<file path="src/rtl/apu_frame_sequencer.sv">
// APU timing generator: 1 MHz / 512 kHz prescaler enables and 8-step frame sequencer.
// Optional APU_FRAME_FAST_EN adds fast_frame, which steps the sequencer every 16 cycles.
module apu_frame_sequencer (
  input  logic       nphi,
  input  logic       napu_reset,
  input  logic       apu_en,
  input  logic       div_512hz,
`ifdef APU_FRAME_FAST_EN
  input  logic       fast_frame,
`endif
  output logic       bavu_1mhz,
  output logic       hama_512k,
  output logic       jeso_512k,
  output logic       horu_512hz,
  output logic       byfe_128hz,
  output logic [2:0] frame_step,
  output logic       len_tick,
  output logic       sweep_tick,
  output logic       env_tick
);

  logic [2:0] pre;
  logic       div_q;
  logic       horu_q;
  logic [2:0] step_q;
  logic       len_q;
  logic       sweep_q;
  logic       env_q;
  logic       frame_tick;

`ifdef APU_FRAME_FAST_EN
  logic [3:0] fast_cnt;
  logic       fast_active;

  assign fast_active = apu_en & fast_frame;

  always_ff @(posedge nphi) begin
    if (!napu_reset || !fast_active) begin
      fast_cnt <= 4'd0;
    end else begin
      fast_cnt <= fast_cnt + 4'd1;
    end
  end

  always_comb begin
    frame_tick = 1'b0;
    if (fast_active) begin
      frame_tick = (fast_cnt == 4'hf);
    end else begin
      frame_tick = div_q & ~div_512hz;
    end
  end
`else
  always_comb begin
    frame_tick = 1'b0;
    frame_tick = div_q & ~div_512hz;
  end
`endif

  // div_q keeps tracking while disabled so a level already low at enable is not an edge
  always_ff @(posedge nphi) begin
    if (!napu_reset) begin
      pre     <= 3'd0;
      div_q   <= 1'b0;
      horu_q  <= 1'b0;
      step_q  <= 3'd0;
      len_q   <= 1'b0;
      sweep_q <= 1'b0;
      env_q   <= 1'b0;
    end else begin
      div_q <= div_512hz;
      if (!apu_en) begin
        pre     <= 3'd0;
        horu_q  <= 1'b0;
        step_q  <= 3'd0;
        len_q   <= 1'b0;
        sweep_q <= 1'b0;
        env_q   <= 1'b0;
      end else begin
        pre     <= pre + 3'd1;
        horu_q  <= div_512hz;
        len_q   <= frame_tick & ~step_q[0];
        sweep_q <= frame_tick & (step_q[1:0] == 2'b10);
        env_q   <= frame_tick & (step_q == 3'd7);
        if (frame_tick) begin
          step_q <= step_q + 3'd1;
        end
      end
    end
  end

  assign bavu_1mhz  = pre[1];
  assign hama_512k  = pre[2];
  assign jeso_512k  = pre[2] ^ pre[1];
  assign horu_512hz = horu_q;
  assign byfe_128hz = step_q[1];
  assign frame_step = step_q;
  assign len_tick   = len_q;
  assign sweep_tick = sweep_q;
  assign env_tick   = env_q;

endmodule

</file>
<file path="config.mk">
export PLATFORM = sky130hd
export DESIGN_NAME = apu_frame_sequencer
export DESIGN_NICKNAME = d
export VERILOG_FILES = /design/src/rtl/apu_frame_sequencer.sv
export SDC_FILE = /design/constraint.sdc
export NUM_CORES = 1
export LEC_CHECK = 0
export ABC_AREA = 1
export CORE_AREA = 2 2 39 41
export DETAILED_ROUTE_END_ITERATION = 12
export DIE_AREA = 0 0 41 43
export HOLD_SLACK_MARGIN = 0.03
export SLEW_MARGIN = 25
export SYNTH_ARGS = -nofsm -noshare
export SYNTH_HDL_FRONTEND = slang
export SYNTH_SLANG_ARGS = --single-unit
</file>
<file path="constraint.sdc">
create_clock -name nphi -period 1.4 [get_ports nphi]
set_input_delay 0.28 -clock nphi [delete_from_list [all_inputs] [get_ports nphi]]
set_output_delay 0.28 -clock nphi [all_outputs]
set_load 0.01 [all_outputs]
</file>
Word level (Yosys, flattened, before mapping). Cells that the tools add are included.

Bits in registers: 11. Bits of input ports: 4. Logic and storage cells: 19. Output and inout port bits: 11.

Equal/unequal tests: 2. Bitwise operators: 7. Add/sub/neg operators: 2. Reductions and logical operators: 1.

Operators by type and width (number): $add 3x1->3 const B (2); $and 1x1->1 (4); $eq 3x3->1 const B (1); $eq 2x2->1 const B (1); $not 1->1 (2); $reduce_and 2->1 (1); $xor 1x1->1 (1).

Longest topological paths before layout.
Depth after elaboration: 3. Mapped depth: 6. Depth with buffers taken out: 6.

Worst setup path before layout. Ideal clock, no wire load.

Path kind: reg2reg. From: register step_q[1] (netlist: frame_step[1]). To: register step_q[2] (netlist: frame_step[2]). Clock period less this slack: 1.109 ns. Arrival: 0.996 ns. Path buffers: 0. Cell stages (with the launch flop): 7. Required time: 1.287 ns. Setup time: 0.113 ns. Path slack: 0.291 ns. Cells stage by stage: dfxtp_1 -> ha_1 -> ha_1 -> inv_1 -> nand3_1 -> nand2_1 -> nor2_1.

Longest elaborated chain between the ends: 1.

RTL lines: from (decl) (line 25) `logic [2:0] step_q;`; from (signal assigned) (line 86) `step_q <= step_q + 3'd1;`; $add 3x1->3 (line 86).

Every way passes these cells. A chain may end at the register's enable or synchronous reset.

Final worst setup path.
From: register pre[1]. To: output jeso_512k.

Longest elaborated chain between the ends: 1.

RTL lines: from (decl) (line 22) `logic [2:0] pre;`; from (signal assigned) (line 80) `pre <= pre + 3'd1;`; $xor 1x1->1 (line 94) `assign jeso_512k = pre[2] ^ pre[1];`; to (decl) (line 13) `output logic jeso_512k,`.

Every way passes these cells.

==> impl_metrics.json <==
{
  "vias": 351,
  "antenna_found_initial": 0,
  "initial_core_util": 0.3092,
  "setup_viol_count_final": 0,
  "worstPathArrival_ns": 0.95,
  "htree_levels": 1,
  "row_count": 14,
  "syn_nets": 59,
  "required_ns": 1.12,
  "tightestPinTransition_ns": 0.1381,
  "postCtsSetupBuffers": 0,
  "grt_pass1_wl_mm": 1.214,
  "rsz0062_at_grt": "no",
  "fin_area_sq_um": 604.3,
  "path_class": "flip-flop to primary output",
  "synthFlopType": "dfxtp_1",
  "period_share": 0.8781,
  "ys_types": 11,
  "cts_root_buf": "clkbuf_4",
  "maxCapViolations": 0,
  "wl_per_cell_um": 8.774,
  "insertion_delay_ns": 0.26,
  "die_area_sq_um": 1763,
  "placed_cell_area_sq_um": 580.6,
  "dpl.cell_count": 80,
  "ys_seq_area_frac": 0.5146,
  "cts_tree": "yes",
  "synth-xor-area-share": 0.04094,
  "status": "finished clean",
  "overflow": 0,
  "setup_tns_ns": 0,
  "final_hold_viol_count": 0,
  "synth-simple-area-share": 0.2222,
  "num_io_pins": 15,
  "coreArea_sq_um": 1384,
  "drc": 0,
  "firstDrtPassIters": 4,
  "synth_compound_area_frac": 0,
  "async_flop_share": 0,
  "crit_chain": "xor2_1, clkbuf_2",
  "worstPathMaxFanout": 3,
  "crit_buf_inv": 1,
  "synth_top_family_by_area": "simple AND/OR/NAND/NOR gates",
  "cts_buffers": 3,
  "synthMuxAreaShare": 0,
  "syn_to_final_growth_pct": 41.23,
  "drt_wl_total_um": 737,
  "finalPower_uw": 583.8,
  "max_stage_delay_ns": 0.38,
  "hpwl_um": 558.2,
  "numClockSinks": 11,
  "layoutNonFillerInstCount": 84,
  "syn_area_sq_um": 427.9,
  "synth.top_cell.area_share": 0.5146,
  "cts-hold-fix-buffers": 0,
  "ir_drop_uv": 332.5,
  "grtUsageTotal": 0.1120,
  "cts_buffer_depth": 2,
  "timing.hold.ws_ns": 0.4229,
  "min_path_type": "flip-flop to flip-flop",
  "syn_inst": 51,
  "synth_fa_ha_area_frac": 0.1170,
  "synth_edf_count": 0,
  "antennaDiodeCount": 0,
  "grt_start_max_net_pins": 8,
  "final.setup_skew_ns": 0.001142,
  "gp_congestion": 0.7224,
  "clock.fmax_ghz": 0.8135,
  "port_buffers": 14,
  "ant_nets": 0,
  "layout.nets": 77,
  "yosysWarnings": 0,
  "slew_violations": 0,
  "max_slew_margin": 0.9076,
  "viasPerCell": 4.179,
  "p_leak_uw": 0.0003861,
  "syn_avg_cell_area_sq_um": 8.390,
  "cts.clk_slew.worst_paths_ns": 0.07,
  "powerDensity_nw_per_um2": 966.0,
  "first_global_vias": 336,
  "fp.dieW_um": 41,
  "netlist_top_cells_area": "dfxtp_1 51%, ha_1 12%, nor2_1 9.6%, inv_1 7.9%, nand2_1 6.1%",
  "synth.largest_area_cell": "dfxtp_1",
  "synth-seq-cells": 11,
  "start_kind": "flip-flop",
  "cp_top_family": "flip-flops",
  "end_kind": "primary output",
  "drtIter0Drc": 7,
  "slowest_stage": "dfxtp_1",
  "synthTopCellsByCount": "11 x dfxtp_1, 11 x nor2_1, 9 x inv_1",
  "die_h_um": 43,
  "layout-drive-gt1-share": 0.1471,
  "period_needed_ns": 1.229
}
metal layers:
metal / track usage / part of all wire / vias up
li1: - / - / 183
met1: 0.09150 / 0.39 / 155
met2: 0.1688 / 0.50 / 11
met3: 0.08901 / 0.091 / 2
met4: 0.08000 / 0.019 / 0
met5: 0 / 0 / -
repair_timing:
action | 4_1_cts | 5_1_grt
gates cloned | 0 | 0
setup endpoints to repair | 8 | 4
hold endpoints to repair | 0 | 0
resized for setup | 9 | 6
state kept, by name (all words and copies together), names as in the netlist:
register / count
env_tick: 1
pre: 3
div_q: 1
len_tick: 1
horu_512hz: 1
sweep_tick: 1
frame_step: 3
cell usage in the layout (no fill, tap or decap), types with 3 or more instances in the layout:
| master | n |
|---|---|
| dfxtp_1 | 9 |
| dlymetal6s2s_1 | 3 |
| nor2_1 | 11 |
| dlygate4sd2_1 | 7 |
| inv_1 | 9 |
| nand2_1 | 7 |
| clkbuf_4 | 3 |
| clkdlybuf4s50_1 | 3 |
| ha_1 | 4 |
| nand3_1 | 3 |
path summary, 6_finish.rpt:
kind | startpoint | endpoint | slack, ns | cells past startpoint
max | pre[1] | jeso_512k | 0.17 | 2
min | pre[0] | pre[0] | 0.42 | 1
max reg2reg | frame_step[1] | frame_step[2] | 0.29 | 6
min reg2reg | pre[0] | pre[0] | 0.42 | 1
logic make-up (layout without fill, tap and decap cells):
| group | Yosys count | in the layout |
|---|---|---|
| xor gates and xnor gates | 2 | 2 |
| DFF | 11 | 11 |
| buffers and inverters | 11 | 28 |
| adders and majority gates | 4 | 4 |
| and+or+nand+nor | 23 | 23 |
power by group:
group          switching, uW  internal, uW  total (uW)
combinational           23.7          22.3        46.0
clock                    106           106         212
sequential              5.44           321         326
total                    135           449         584
area by class of cell:
class / instances / area (sq um)
clock buffer: 3 / 22.52
clock inverter: 1 / 5.005
fill: 139 / 779.5
inverter: 10 / 37.54
multi-input combinational: 29 / 162.7
sequential: 11 / 222.7
tap: 16 / 20.02
timing repair buffer: 14 / 133.9
metrics by stage:
stage                     setup slack (ns)    util
after floorplan                     0.2915       -
after global placement             0.08558  0.4195
after detailed placement           0.04908  0.4195
after CTS                         0.003302  0.4331
after global routing               0.08399  0.4367
final                               0.1707  0.4367
No activity file was read; power rests on OpenSTA's default activity.
